### src/rtl/approx_adder_pipe.sv
// approx_adder_pipe
//   Pipelined segmented adder with a runtime approximation level. The operands
//   are split into NSEG = WIDTH/SEG segments, one pipeline stage per segment.
//   The lowest lvl segments use a cheap OR/AND rule and the rest add exactly.
//   An exact shadow chain runs alongside, so every result can be flagged when
//   it differs from the true sum. Flagged results are counted in a saturating
//   counter.
//
// Ports
//   clk        clock
//   rst_n      asynchronous active-low reset
//   in_valid   input transaction valid
//   in_ready   pipeline can accept (combinational: ~out_valid | out_ready)
//   in_a/in_b  operands, WIDTH bits
//   in_lvl     number of low segments computed approximately (clamped to NSEG)
//   out_valid  result valid
//   out_ready  downstream accepts
//   out_sum    approximate sum, WIDTH+1 bits, MSB = final carry
//   out_err    result differs from the exact sum
//   err_cnt    saturating count of delivered results with out_err set
//   err_clr    synchronous clear of err_cnt, wins over an increment
module approx_adder_pipe #(
  parameter int WIDTH = 32,
  parameter int SEG   = 8,
  parameter int ERRW  = 16,
  parameter int LVLW  = $clog2(WIDTH/SEG+1)
) (
  input  logic             clk,
  input  logic             rst_n,
  input  logic             in_valid,
  output logic             in_ready,
  input  logic [WIDTH-1:0] in_a,
  input  logic [WIDTH-1:0] in_b,
  input  logic [LVLW-1:0]  in_lvl,
  output logic             out_valid,
  input  logic             out_ready,
  output logic [WIDTH:0]   out_sum,
  output logic             out_err,
  output logic [ERRW-1:0]  err_cnt,
  input  logic             err_clr
);

  localparam int NSEG = WIDTH / SEG;

  // Stage s registers hold the transaction after segment s has been processed:
  // sa/se carry the finished approximate/exact low segments, ca/ce the carries
  // into segment s+1, and a/b/lvl the skewed operands for the later stages.
  logic [NSEG-1:0]  vld_q, vld_d;
  logic [NSEG-1:0]  ca_q, ca_d;
  logic [NSEG-1:0]  ce_q, ce_d;
  logic [LVLW-1:0]  lvl_q [NSEG];
  logic [LVLW-1:0]  lvl_d [NSEG];
  logic [WIDTH-1:0] a_q   [NSEG];
  logic [WIDTH-1:0] a_d   [NSEG];
  logic [WIDTH-1:0] b_q   [NSEG];
  logic [WIDTH-1:0] b_d   [NSEG];
  logic [WIDTH-1:0] sa_q  [NSEG];
  logic [WIDTH-1:0] sa_d  [NSEG];
  logic [WIDTH-1:0] se_q  [NSEG];
  logic [WIDTH-1:0] se_d  [NSEG];

  logic             out_valid_q, out_valid_d;
  logic [WIDTH:0]   out_sum_q, out_sum_d;
  logic             out_err_q, out_err_d;
  logic [ERRW-1:0]  err_cnt_q, err_cnt_d;

  logic             adv;
  logic [LVLW-1:0]  lvl_in;

  assign adv      = ~out_valid_q | out_ready;
  assign in_ready = adv;
  assign lvl_in   = (in_lvl > LVLW'(NSEG)) ? LVLW'(NSEG) : in_lvl;

  always_comb begin
    logic             t_v;
    logic [LVLW-1:0]  t_l;
    logic [WIDTH-1:0] t_a, t_b, t_sa, t_se;
    logic             t_ca, t_ce;
    logic [SEG:0]     ex, ap;

    t_v = 1'b0; t_l = '0; t_a = '0; t_b = '0; t_sa = '0; t_se = '0;
    t_ca = 1'b0; t_ce = 1'b0; ex = '0; ap = '0;
    vld_d = vld_q;
    ca_d  = ca_q;
    ce_d  = ce_q;
    for (int s = 0; s < NSEG; s++) begin
      lvl_d[s] = lvl_q[s];
      a_d[s]   = a_q[s];
      b_d[s]   = b_q[s];
      sa_d[s]  = sa_q[s];
      se_d[s]  = se_q[s];
    end

    if (adv) begin
      for (int s = 0; s < NSEG; s++) begin
        if (s == 0) begin
          t_v = in_valid; t_l = lvl_in; t_a = in_a; t_b = in_b;
          t_sa = '0; t_se = '0; t_ca = 1'b0; t_ce = 1'b0;
        end else begin
          t_v = vld_q[s-1]; t_l = lvl_q[s-1]; t_a = a_q[s-1]; t_b = b_q[s-1];
          t_sa = sa_q[s-1]; t_se = se_q[s-1]; t_ca = ca_q[s-1]; t_ce = ce_q[s-1];
        end

        ex = {1'b0, t_a[s*SEG +: SEG]} + {1'b0, t_b[s*SEG +: SEG]} + {{SEG{1'b0}}, t_ce};
        t_se[s*SEG +: SEG] = ex[SEG-1:0];
        t_ce = ex[SEG];

        if (s < int'(t_l)) begin
          // Approximate: no carry-in, carry-out guessed from the segment MSBs.
          t_sa[s*SEG +: SEG] = t_a[s*SEG +: SEG] | t_b[s*SEG +: SEG];
          t_ca = t_a[s*SEG+SEG-1] & t_b[s*SEG+SEG-1];
        end else begin
          ap = {1'b0, t_a[s*SEG +: SEG]} + {1'b0, t_b[s*SEG +: SEG]} + {{SEG{1'b0}}, t_ca};
          t_sa[s*SEG +: SEG] = ap[SEG-1:0];
          t_ca = ap[SEG];
        end

        vld_d[s] = t_v;
        lvl_d[s] = t_l;
        a_d[s]   = t_a;
        b_d[s]   = t_b;
        sa_d[s]  = t_sa;
        se_d[s]  = t_se;
        ca_d[s]  = t_ca;
        ce_d[s]  = t_ce;
      end
    end
  end

  // Output stage: the last pipeline rank is compared against its exact shadow
  // here so that out_err comes straight from a flop.
  always_comb begin
    out_valid_d = out_valid_q;
    out_sum_d   = out_sum_q;
    out_err_d   = out_err_q;
    if (adv) begin
      out_valid_d = vld_q[NSEG-1];
      if (vld_q[NSEG-1]) begin
        out_sum_d = {ca_q[NSEG-1], sa_q[NSEG-1]};
        out_err_d = ({ca_q[NSEG-1], sa_q[NSEG-1]} != {ce_q[NSEG-1], se_q[NSEG-1]});
      end
    end

    err_cnt_d = err_cnt_q;
    if (err_clr) begin
      err_cnt_d = '0;
    end else if (out_valid_q & out_ready & out_err_q & ~(&err_cnt_q)) begin
      err_cnt_d = err_cnt_q + 1'b1;
    end
  end

  always_ff @(posedge clk or negedge rst_n) begin
    if (!rst_n) begin
      vld_q       <= '0;
      ca_q        <= '0;
      ce_q        <= '0;
      for (int s = 0; s < NSEG; s++) begin
        lvl_q[s] <= '0;
        a_q[s]   <= '0;
        b_q[s]   <= '0;
        sa_q[s]  <= '0;
        se_q[s]  <= '0;
      end
      out_valid_q <= 1'b0;
      out_sum_q   <= '0;
      out_err_q   <= 1'b0;
      err_cnt_q   <= '0;
    end else begin
      vld_q       <= vld_d;
      ca_q        <= ca_d;
      ce_q        <= ce_d;
      for (int s = 0; s < NSEG; s++) begin
        lvl_q[s] <= lvl_d[s];
        a_q[s]   <= a_d[s];
        b_q[s]   <= b_d[s];
        sa_q[s]  <= sa_d[s];
        se_q[s]  <= se_d[s];
      end
      out_valid_q <= out_valid_d;
      out_sum_q   <= out_sum_d;
      out_err_q   <= out_err_d;
      err_cnt_q   <= err_cnt_d;
    end
  end

  assign out_valid = out_valid_q;
  assign out_sum   = out_sum_q;
  assign out_err   = out_err_q;
  assign err_cnt   = err_cnt_q;

endmodule
### config.mk
export PLATFORM = sky130hd
export DESIGN_NAME = approx_adder_pipe
export DESIGN_NICKNAME = d
export VERILOG_FILES = /design/src/rtl/approx_adder_pipe.sv
export SDC_FILE = /design/constraint.sdc
export NUM_CORES = 1
export LEC_CHECK = 0
export BUFFER_PORTS_ARGS = -buffer_cell sky130_fd_sc_hd__buf_2
export CAP_MARGIN = 40
export CORE_AREA = 2 2 234 236
export DETAILED_ROUTE_END_ITERATION = 10
export DIE_AREA = 0 0 236 238
export PLACE_DENSITY_LB_ADDON = 0.3
export SETUP_SLACK_MARGIN = 0.05
export SYNTH_ARGS = -nofsm -noshare
export SYNTH_HDL_FRONTEND = slang
export SYNTH_SLANG_ARGS = --single-unit
### constraint.sdc
create_clock -name clk -period 2.8 [get_ports clk]
set_clock_uncertainty 0.2 [all_clocks]
set_input_delay 0.28 -clock clk [delete_from_list [all_inputs] [get_ports clk]]
set_output_delay 0.28 -clock clk [all_outputs]
set_load 0.005 [all_outputs]
=== Word-level counts from Yosys, hierarchy flattened ===
Index checks and enable logic that the tools add are counted.
W data, S select, Z words.

* Register bits after elaboration: 424
* Bits of input ports: 72
* Output and inout port bits: 52

* $add $sub $neg: 12
* Order comparisons: 5
* Equality and inequality tests: 1
* Mux-type cells: 30
* Bitwise gates (word level): 14
* Reduce and logical (&&, ||, !) cells: 3

{| class="wikitable"
|+ Operators by type and width
! cell !! number
|-
| $mux W32 || 8
|-
| $add A9 B1 Y9 || 7
|-
| $add A8 B8 Y9 || 4
|-
| $ne A33 B33 Y1 || 1
|-
| $mux W16 || 2
|-
| $mux W8 || 4
|-
| $or A8 B8 Y8 || 4
|-
| $add A16 B1 Y16 const B || 1
|-
| $reduce_and A16 Y1 || 1
|-
| $mux W3 || 5
|-
| $mux W1 || 11
|-
| $and A1 B1 Y1 || 7
|-
| $lt A1 B3 Y1 const A || 2
|-
| $lt A2 B3 Y1 const A || 2
|-
| $gt A3 B3 Y1 const B || 1
|-
| $not A1 Y1 || 2
|-
| $reduce_and A2 Y1 || 1
|-
| $reduce_bool A2 Y1 || 1
|-
| $or A1 B1 Y1 || 1
|}

=== Depth between registers and ports, before layout ===
Gate-level depths: netlist of the first run.

* Word-level depth: 6
* Gate-level depth with buffers: 12

=== Worst setup path after synthesis of the first run ===
OpenSTA, ideal clock, no wires.

* Path kind: register to register
* Start point: register a_q[104] (netlist bit)
* End point: register sa_q[79] (netlist bit)
* Data arrival time: 2419 ps
* Setup slack: 88 ps
* Stages on the path, launching flop included: 11
* Path buffers: 0
* Period minus slack after synthesis: 2712 ps
* Cells stage by stage: dfrtp_1 ha_1 fa_1 nand3_1 nand2_2 or4_1 a22oi_2 nand2_2 nor4_2 xnor2_1 a221oi_2

* Cells in the longest elaborated chain, start to end: 4

{| class="wikitable"
|+ Ends and longest elaborated chain
! what !! RTL line !! text
|-
| start, declared || 53 || <nowiki>logic [WIDTH-1:0] a_q [NSEG];</nowiki>
|-
| start signal, assigned by index || 174 || <nowiki>a_q[s] <= a_d[s];</nowiki>
|-
| $mux W32 || 94 || <nowiki>if (adv) begin</nowiki>
|-
| $add A8 B8 Y9 || 113 || <nowiki>ap = {1'b0, t_a[s*SEG +: SEG]} + {1'b0, t_b[s*SEG +: SEG]} + {{SEG{1'b0}}, t_ca};</nowiki>
|-
| $add A9 B1 Y9 || 113 ||
|-
| $mux W8 || 108 || <nowiki>if (s < int'(t_l)) begin</nowiki>
|-
| end signal, assigned by index || 176 || <nowiki>sa_q[s] <= sa_d[s];</nowiki>
|-
| end, declared || 57 || <nowiki>logic [WIDTH-1:0] sa_q [NSEG];</nowiki>
|}

No other way between the ends. The select of a mux whose other input is x is not followed.
A chain may end at the register's enable or synchronous reset.

=== Worst setup path in the final report of the first run ===
* Start point: register a_q[105] (netlist bit)
* End point: register sa_q[79] (netlist bit)

The elaborated chain is that of the path after synthesis.

==> results of run 1 <==
-- logic make-up after synthesis --
logic type	count (synthesis)	share of synthesized area [%]
AO/OA/AOI/OAI	202	7.499
buffers and inverters	149	3.636
XOR/XNOR	106	6.022
AND/OR/NAND/NOR	773	20.22
multiplexers	41	2.946
adder cells (fa/ha/maj)	81	6.768
flip-flops	326	52.91
-- Yosys cell counts, types with 3 or more instances --
master	count	area, um2
nand2_1	614	2305
dfrtp_1	326	8158
o21ai_0	113	565.5
ha_1	77	963.4
inv_1	75	281.5
nor2_1	71	266.5
clkbuf_1	62	232.7
xnor2_1	55	481.7
xor2_1	51	446.7
a21oi_1	46	230.2
mux2_2	35	394.1
nand3_1	18	90.09
and3_1	14	87.58
nand4_1	13	81.33
buf_1	10	37.54
a21o_1	7	52.55
nor2b_1	7	43.79
mux2i_1	6	60.06
o21a_1	6	45.04
nor4_1	5	31.28
a211oi_1	4	30.03
a31oi_1	4	25.02
fa_1	4	80.08
nand2b_1	4	25.02
nand3b_1	4	30.03
nor3_1	4	20.02
and2_1	3	18.77
or2_2	3	18.77
or3_1	3	18.77
-- cell usage in the layout (no fill, tap or decap), types with 7 or more instances in the layout --
cell | netlist | routed
nand2_1 | 614 | 613
dfrtp_1 | 326 | 326
buf_2 | 1 | 122
o21ai_0 | 113 | 109
ha_1 | 77 | 76
inv_1 | 75 | 75
nor2_1 | 71 | 67
dlygate4sd3_1 | 0 | 60
xnor2_1 | 55 | 53
xor2_1 | 51 | 50
a21oi_1 | 46 | 45
clkbuf_16 | 0 | 39
mux2_2 | 35 | 35
buf_4 | 0 | 31
nand3_1 | 18 | 17
and3_1 | 14 | 14
nand4_1 | 13 | 13
clkbuf_8 | 0 | 9
a21o_1 | 7 | 7
-- power breakdown --
group | internal [mW] | switching, mW | total [mW]
Sequential | 6.77 | 1.30 | 8.07
Clock | 2.96 | 1.93 | 4.89
Combinational | 3.96 | 5.12 | 9.08
-- worst max-delay path: cells and delay by family (launching register included) --
family	cells	cell delay [ps]
AOI/OAI and AO/OA	3	720
xor gates and xnor gates	1	110
adders and majority gates	1	330
buffers and inverters	1	70
DFF	1	370
and+or+nand+nor	4	880
-- layout make-up --
cell class / count / area share [%]
diodes: 1 / 0.01321
clock buffers: 52 / 5.885
clock inverters: 12 / 0.6539
inverters: 76 / 1.546
multi-input cells: 1203 / 35.90
flip-flops and latches: 326 / 43.06
well taps: 696 / 4.597
repair buffers: 220 / 8.335
-- worst min path at each step --
stage            start   endpoint  depth (start not counted)
2_1_floorplan    rst_n   a_q[104]                          0
3_3_place_gp     rst_n   b_q[106]                          1
5_1_grt        in_b[6]  sa_q[102]                          6
4_1_cts        in_a[7]    ca_q[0]                          4
6_report       in_a[7]    ca_q[0]                          4
3_5_place_dp     rst_n   a_q[106]                          1
-- repair_timing --
| action | 4_1_cts | 5_1_grt |
|---|---|---|
| hold buffers | 60 | 0 |
| hold endpoints to repair | 273 | 0 |
| pin swaps | 8 | 7 |
| cloned | 0 | 0 |
| endpoints found under the setup margin | 2 | 18 |
| resized for setup | 6 | 22 |
| buffers inserted | 6 | 3 |
-- routing by layer --
metal | up-vias | global-route usage, % | share of wire (%)
li1 | 5759 | - | -
met1 | 5275 | 18.17 | 50
met2 | 182 | 19.73 | 44
met3 | 47 | 2.742 | 3.9
met4 | 0 | 3.494 | 2.0
met5 | - | 0 | 0
-- sequential cells by signal, summed over array words and instances (netlist names) --
signal / count
ce_q: 4
a_q: 48
out_sum: 33
out_err: 1
lvl_q: 7
vld_q: 4
err_cnt: 16
ca_q: 4
out_valid: 1
se_q: 80
b_q: 48
sa_q: 80
==> results.md, run 1 <==
* TritonRoute pass-1 iters at 7
* GP Congestion at 0.8382
* FF-to-FF Start: a_q[105]
* Final worst slack at 25.60 ps
* Fin. max-slew vios at 0
* Unique masters post-synth at 56
* Post-synth EDFFs at 0
* Pwr dens at 1164 nW/um2
* CTS buffer count at 37
* Worst Setup EP: sa_q[79]
* Global-route wire length before repair at 58.74 mm
* Die width at 236 um
* CTS tree: done
* R2R setup slack at 30 ps
* Routed via count at 11260
* Max Cap Violations at 0
* WHS at 43.16 ps
* Detailed Route Iter0 Violations at 636
* Mapped Area at 15420 um2
* CP max-delay cell: or4_4
* Status: finished, final reports clean
* Final Util at 35.41%
* Total power at 22.05 mW
* Tightest Pin Transition at 537.5 ps
* FFs w/ async S/R, synth at 100.0%
* Nets at 2017
* Clock Path Buffers at 3
* DRC violation count after routing at 0
* Critical Path Start Type: flip-flop
* Total Wirelength at 35.40 mm
* Tot GR Track Use at 12.81%
* Clk sinks at 326
* Non-Filler Instances at 2586
* Final setup fails at 0
* Crit path capture type: flip-flop
* Count of final hold-check violations at 0
* Hold WC Path Type: primary input to flip-flop
* Core ar. at 53500 um2
* ANT nets after route at 0
* FILL cells at 5475
* Worst-path clk slew at 60 ps
* Layout cells sized above 1 at 15.35%
* Dpl ws at -23.38 ps
* VDD IR max at 0.0004156 V
* H-tree levels at 2
* Port Buf Inserts at 123
* Multi-input gate area at 6802 um2
* Final instance area at 18940 um2
* Yosys warning count at 0
* Initial antenna violation count at 1
* Total Neg Setup Slack at 0 ps
* Crit path cell chain: inv_1, ha_1, a211oi_2, nor2_2, or4_4, a22oi_2, nand2_2, nor4_4, xnor2_1, a221oi_2
* Leakage at 9.261 nW
* Period utilisation layout at 99.09%
* Worst-path maximum fanout at 6
* I/O pins at 124
* Crit path largest cell delay at 430 ps
* Worst Path Arrival at 3010 ps
* Area after DPL at 16950 um2
* Critical Path Source: a_q[105]
* Rel. slew slack at 64.17%
* Period minus WS final at 2774 ps
* Synth Register Bits at 326
* DPL Wire Length at 24.71 mm
* Placed cell count at 2453
* DR vias/cell at 4.355
* Ys flop type: dfrtp_1
* Seq/Total Area, Yosys at 52.91%
* Die H at 238 um
* Post-synth net total at 1831
* Clk_lat worst skew at 540 ps
* Vias in the first global route at 11160
* Max frequency at 0.3604 GHz
* Grt ovf at 0
* Area Growth Syn to Fin at 22.87%
* Worst r2r path cells at 10
* Starting density of the core at 28.82%
* Mean post-synth cell area at 9.188 um2
* Cell count after synthesis at 1678
* WP data required at 3040 ps
* Site Rows at 85
* Critical path class: flip-flop to flip-flop
* Clk root buf: clkbuf_16
* R2r endpoint: sa_q[79]
* Pin count of the biggest net entering global routing at 127
* Unrepaired setup endpoints after global routing: true
* Die ar. at 56170 um2
* Mean routed wirelength per cell at 13.69 um
* Register area at 8158 um2
Power figures use the tool's default switching activity.
==> run 2, diff against run 1 <==
==> constraint.sdc (replaced) <==
create_clock -name clk -period 2.4 [get_ports clk]
set_clock_uncertainty 0.2 [all_clocks]
set_input_delay 0.24 -clock clk [delete_from_list [all_inputs] [get_ports clk]]
set_output_delay 0.24 -clock clk [all_outputs]
set_load 0.005 [all_outputs]
==> run 2 against run 1 <==
Core utilization increased by 2.3 points. Clock-buffer cell count up 3. Cell area grew 6.6%. Wire length increased by 5.5%. Maximum frequency up 1.5%. Via count is 3.4% higher. Highest routed layer unchanged. The flow now finishes with violations (setup timing). Global-route usage rose by 0.51 points.
==> results.md, run 2 (synthesis results as in run 1) <==
* DPL Wire Length at 25.46 mm (+3.1%)
* Max Cap Violations at 0 (unchanged)
* Initial antenna violation count at 0 (-1)
* Unrepaired setup endpoints after global routing: true
* GP Congestion at 0.8270 (-1.3%)
* Port Buf Inserts at 123 (unchanged)
* Mean routed wirelength per cell at 13.99 um (+2.2%)
* Switching share of power at 37.85% (-0.050 points)
* CTS tree: done
* Failing checks: setup timing
* Internal power at 17.78 mW (+30%)
* Register area at 8160 um2 (about the same)
* Grt ovf at 0 (unchanged)
* Core ar. at 53500 um2 (unchanged)
* Worst-path maximum fanout at 4 (-2)
* Clock Path Buffers at 3 (unchanged)
* Commonest non-fill, non-tap cells in the layout: nand2_1 (607), dfrtp_1 (324), buf_2 (122)
* Rel. slew slack at 56.75% (-7.4 points)
* Status: finished with violations
* Global-route wire length before repair at 61.22 mm (+4.2%)
* Die H at 238 um (unchanged)
* Worst Path Arrival at 2980 ps (-30 ps)
* GR peak layer: met2
* GR Layer Usage met3 at 2.025% (-0.72 points)
* Nets at 2100 (+4.1%)
* Vias in the first global route at 11760 (+5.4%)
* # diodes at 0 (-1)
* Area Growth Syn to Fin at 30.99%
* Detailed Route Iter0 Violations at 687 (+8.0%)
* CTS buffer count at 37 (unchanged)
* Clk pwr share at 20.3% (-1.9 points)
* Hold WC Path Type: primary input to flip-flop
* Die width at 236 um (unchanged)
* Routed via count at 11640 (+3.4%)
* Multi-input gate area at 7287 um2 (+7.1%)
* GR Util met2 at 21.03% (+1.3 points)
* Clk sinks at 326 (unchanged)
* Critical path class: flip-flop to flip-flop
* FILL cells at 5354 (-2.2%)
* Met1 Use GR at 18.70% (+0.52 points)
* Clk_lat worst skew at 550 ps (about the same)
* Critical Path Start Type: flip-flop
* Pin count of the biggest net entering global routing at 142 (+12%)
* Count of final hold-check violations at 0 (unchanged)
* Total Wirelength at 37.36 mm (+5.5%)
* Biggest registers after layout: sa_q (80), se_q (80)
* Non-Filler Instances at 2670 (+3.2%)
* Clk root buf: clkbuf_16
* Leakage at 9.801 nW (+5.8%)
* Tot GR Track Use at 13.32% (+0.51 points)
* DR vias/cell at 4.360 (+0.11%)
* ANT nets after route at 0 (unchanged)
* Dpl ws at -411.6 ps (-388.3 ps)
* Commonest non-fill, non-tap cell in the layout: nand2_1
* I/O pins at 124 (unchanged)
* DRC violation count after routing at 0 (unchanged)
* Worst-path clk slew at 60 ps (about the same)
* Die ar. at 56170 um2 (unchanged)
* WP data required at 2640 ps (-400 ps)
* H-tree levels at 2 (unchanged)
* Total Neg Setup Slack at -2498 ps (-2498 ps)
* Starting density of the core at 28.82% (unchanged)
* TritonRoute pass-1 iters at 4 (-3)
* Max frequency at 0.3658 GHz (+1.5%)
* Crit path capture type: flip-flop
* Switch Pwr at 10.83 mW (+30%)
* Site Rows at 85 (unchanged)
* Fin. max-slew vios at 0 (unchanged)
* Placed cell count at 2515 (+2.5%)
* Pwr dens at 1417 nW/um2 (+22%)
* Final setup fails at 19 (+19)
* Layout cells sized above 1 at 22.70% (+7.3 points)
* Period utilisation layout at 113.9% (+15 points)
* Period minus WS final at 2734 ps (-40.31 ps)
* Final worst slack at -334.1 ps (-359.7 ps)
* Comb power frac at 46.7% (+5.5 points)
* Seq pwr share at 33.0% (-3.6 points)
* VDD IR max at 0.0005159 V (+24%)
* Tightest Pin Transition at 648.8 ps (+111.3 ps)
==> run 2: through the flow <==
step | utilization, % | cell area [um2] | hold WS, ps | power, mW
detailed placement | 32.77 | 17530 | 53.21 | 20.92
floorplan | - | 15500 | -255.6 | 16.54
global route | 37.75 | 20190 | 56.20 | 30.92
global placement | 32.77 | 17530 | 41.84 | 20.61
finish | 37.75 | 20190 | 22.98 | 28.62
CTS | 36.94 | 19760 | 0.5249 | 27.87
==> run 2: repair_timing <==
action | 4_1_cts | 5_1_grt
endpoints found under the hold margin | 352 | 0
gates resized for setup | 63 | 80
endpoints found under the setup margin | 31 | 45
pin swaps | 36 | 40
setup buffers | 14 | 14
gates cloned | 0 | 1
hold buffers | 64 | 0
==> run 2: layer usage <==
| metal | up-vias | share of wire (%) |
|---|---|---|
| li1 | 5916 | - |
| met1 | 5517 | 49 |
| met2 | 160 | 46 |
| met3 | 49 | 3.2 |
| met4 | 0 | 2.2 |
| met5 | - | 0 |
==> run 2: final timing paths <==
check	from	to	slack, ps	cells after the start
min	in_b[2]	sa_q[98]	20	6
max	a_q[104]	sa_q[79]	-330	10
min reg2reg	a_q[112]	a_q[112]	260	2
max reg2reg	a_q[104]	sa_q[79]	-330	10
max in group asynchronous	rst_n	b_q[107]	1160	3
min in group asynchronous	rst_n	ca_q[0]	60	2
==> run 2: power by group through the flow <==
stage / registers (mW) / logic (mW) / clock network [mW]
floorplan: 9.08 / 7.46 / 0
global route: 9.77 / 14.9 / 6.24
finish: 9.44 / 13.4 / 5.82
detailed placement: 9.55 / 11.4 / 0
CTS: 9.46 / 12.4 / 6.00
global placement: 9.47 / 11.1 / 0
==> run 2: final cells by class <==
type                    instances  area share [%]
clock buffers                  55           5.477
clock inverters                11          0.7249
inverters                      76           1.450
multi-input cells            1203           36.08
flip-flops and latches        326           40.41
well taps                     696           4.312
repair buffers                303           11.54
==> run 2: worst max-delay path: stages (launching register included) <==
cell	delay, ps
dfrtp_1	380
ha_2	210
fa_2	360
nand3_2	90
nand2_2	50
or4_4	480
a22oi_2	210
nand2_2	120
nor4_4	160
xnor2_1	110
a221oi_2	260
==> run 3, diff against run 2 <==
--- a/config.mk
+++ b/config.mk
@@ -7,9 +7,11 @@
 export LEC_CHECK = 0
 export BUFFER_PORTS_ARGS = -buffer_cell sky130_fd_sc_hd__buf_2
 export CAP_MARGIN = 40
-export CORE_AREA = 2 2 234 236
+export CELL_PAD_IN_SITES_DETAIL_PLACEMENT = 2
+export CELL_PAD_IN_SITES_GLOBAL_PLACEMENT = 2
+export CORE_AREA = 2 2 216 218
 export DETAILED_ROUTE_END_ITERATION = 10
-export DIE_AREA = 0 0 236 238
+export DIE_AREA = 0 0 218 220
 export PLACE_DENSITY_LB_ADDON = 0.3
 export SETUP_SLACK_MARGIN = 0.05
 export SYNTH_ARGS = -nofsm -noshare
==> run 3 against run 2 <==
The flow still finishes with violations (setup timing). Critical path type unchanged. Largest power group unchanged. Wire length increased by 28%. Cell count decreased by 2.8%. Hold slack improved by 1.7 ps. Combinational power increased by 12%. Largest cell class unchanged. Setup slack got worse by 54 ps. Total power increased by 6.6%. Sequential cell count unchanged. Register-to-register slack got worse by 50 ps. Critical endpoint unchanged. Global-route usage increased by 6.2 points. Cell area about the same. Via count increased by 7.3%. Die area decreased by 15%.
==> results.md, run 3 (synthesis results as in run 1) <==
* Final worst slack at -387.8 ps (-53.72 ps)
* Failing checks: setup timing
* Rel. slew slack at 58.06% (+1.3 points)
* Tightest Pin Transition at 629.1 ps (-19.73 ps)
* CTS buffer count at 39 (+5.4%)
* Clk_lat worst skew at 550 ps (about the same)
* Count of final hold-check violations at 0 (unchanged)
* Die ar. at 47960 um2 (-15%)
* Core ar. at 45860 um2 (-14%)
* CTS tree: done
* ANT nets after route at 0 (unchanged)
* Total Neg Setup Slack at -6154 ps (-3657 ps)
* Layout cells sized above 1 at 23.50% (+0.81 points)
* Commonest non-fill, non-tap cell in the layout: nand2_1
* R2R setup slack at -390 ps (-50 ps)
* Total power at 30.52 mW (+6.6%)
* Worst-path clk slew at 60 ps (about the same)
* Worst-path maximum fanout at 4 (unchanged)
* Vias in the first global route at 13830 (+18%)
* Max frequency at 0.3587 GHz (-1.9%)
* Critical path class: flip-flop to flip-flop
* Detailed Route Iter0 Violations at 535 (-22%)
* Placed cell count at 2436 (-3.1%)
* Worst Path Arrival at 3050 ps (+70 ps)
* Site Rows at 79 (-7.1%)
* Leakage at 9.860 nW (+0.60%)
* Port Buf Inserts at 123 (unchanged)
* Mean routed wirelength per cell at 18.45 um (+32%)
* DRC violation count after routing at 0 (unchanged)
* Pin count of the biggest net entering global routing at 125 (-12%)
* Status: finished with violations
* R2r endpoint: sa_q[79]
* DR vias/cell at 4.815 (+10%)
* VDD IR max at 0.0005472 V (+6.1%)
* TritonRoute pass-1 iters at 4 (unchanged)
* WP data required at 2660 ps (+20 ps)
* Tot GR Track Use at 19.54% (+6.2 points)
* Period minus WS final at 2788 ps (+53.72 ps)
* Period utilisation layout at 116.2% (+2.2 points)
* Starting density of the core at 33.62% (+4.8 points)
* Biggest registers after layout: sa_q (80), se_q (80)
* Max Cap Violations at 0 (unchanged)
* Clock Path Buffers at 3 (unchanged)
* GP Congestion at 0.8063 (-2.5%)
* Pwr dens at 1510 nW/um2 (+6.6%)
* Die H at 220 um (-7.6%)
* Critical Path Start Type: flip-flop
* Clk sinks at 326 (unchanged)
* Total Wirelength at 47.88 mm (+28%)
* FF-to-FF Start: a_q[104]
* Unrepaired setup endpoints after global routing: true
* Hold WC Path Type: primary input to asynchronous set/reset pin
* Fin. max-slew vios at 0 (unchanged)
* Die width at 218 um (-7.6%)
* I/O pins at 124 (unchanged)
* Final setup fails at 31 (+12)
* Crit path capture type: flip-flop
* H-tree levels at 2 (unchanged)
* Commonest non-fill, non-tap cells in the layout: nand2_1 (608), dfrtp_1 (324), buf_2 (122)
* Nets at 2116 (+0.76%)
* Routed via count at 12500 (+7.3%)
* Grt ovf at 0 (unchanged)
* Worst r2r path cells at 10 (unchanged)
* DPL Wire Length at 31.25 mm (+23%)
* Non-Filler Instances at 2595 (-2.8%)
* Clk root buf: clkbuf_16
* Global-route wire length before repair at 74.95 mm (+22%)
* Area Growth Syn to Fin at 31.07% (about the same)
* Initial antenna violation count at 0 (unchanged)
==> run 3: cell count changes in the layout (fill, tap and decap cells not counted), moves of 4 or more <==
cell           change
buf_4             +12
a21oi_2            -4
xor2_2             +5
dlygate4sd3_1      -4
buf_6              +7
o21ai_1            -7
o21ai_0            +6
xor2_1             -4
==> run 3: metrics by stage <==
stage                     hold slack [ps]  utilization [%]  instance area (um2)  worst slack [ps]
after floorplan                    -255.6                -                15500            -229.5
after global placement             -3.253            38.11                17480            -325.9
after detailed placement           -1.405            38.11                17480            -398.9
after CTS                           10.06            42.76                19610            -350.5
after global routing                40.04            44.05                20200            -489.3
final                               24.70            44.06                20210            -387.8
==> run 3: worst max-delay path by stage <==
stage                     startpoint  endpoint  slack, ps
after floorplan             a_q[104]  sa_q[79]       -230
after global placement      a_q[104]  sa_q[79]       -330
after detailed placement     a_q[81]  sa_q[53]       -400
after CTS                   a_q[104]  sa_q[79]       -350
after global routing         b_q[56]  sa_q[31]       -490
final                       a_q[104]  sa_q[79]       -390
==> run 3: what timing repair did <==
item                       CTS  global route
hold buffers                60             0
resized for setup           58            95
setup endpoints to repair   38            46
hold endpoints to repair   404             0
setup buffers               11            27
pin swaps                   36            54
==> run 3: routing by layer <==
layer,up-vias,wire (um),global-route usage (%),part of all wire (%)
li1,5928,-,-,-
met1,6378,21420,25.64,45
met2,140,24190,33.94,51
met3,50,1375,3.216,2.9
met4,0,900,4.104,1.9
met5,-,0,0,0
==> run 3: critical path: stages, from the launching register on <==
cell and delay [ps]:
dfrtp_1 380, ha_2 200, fa_2 370, nand3_2 110, nand2_2 60, or4_4 480
a22oi_2 250, nand2_2 150, nor4_4 170, xnor2_1 110, a221oi_2 220
==> run 3: area by class of cell <==
cell class | instances | area [um2]
Clock buffer | 58 | 1170
Sequential cell | 326 | 8160
Tap cell | 607 | 759.5
Clock inverter | 7 | 70.07
Timing Repair Buffer | 317 | 2427
Fill cell | 4925 | 25660
Inverter | 76 | 292.8
Multi-Input combinational cell | 1203 | 7325
Antenna cell | 1 | 2.502
==> run 3: where the power goes <==
part | switching [mW] | total [mW] | internal (mW) | leakage [nW]
Sequential | 1.74 | 9.64 | 7.90 | 3.89
Combinational | 8.16 | 15.0 | 6.88 | 5.36
Clock | 2.37 | 5.84 | 3.46 | 0.608
Total | 12.3 | 30.5 | 18.3 | 9.86
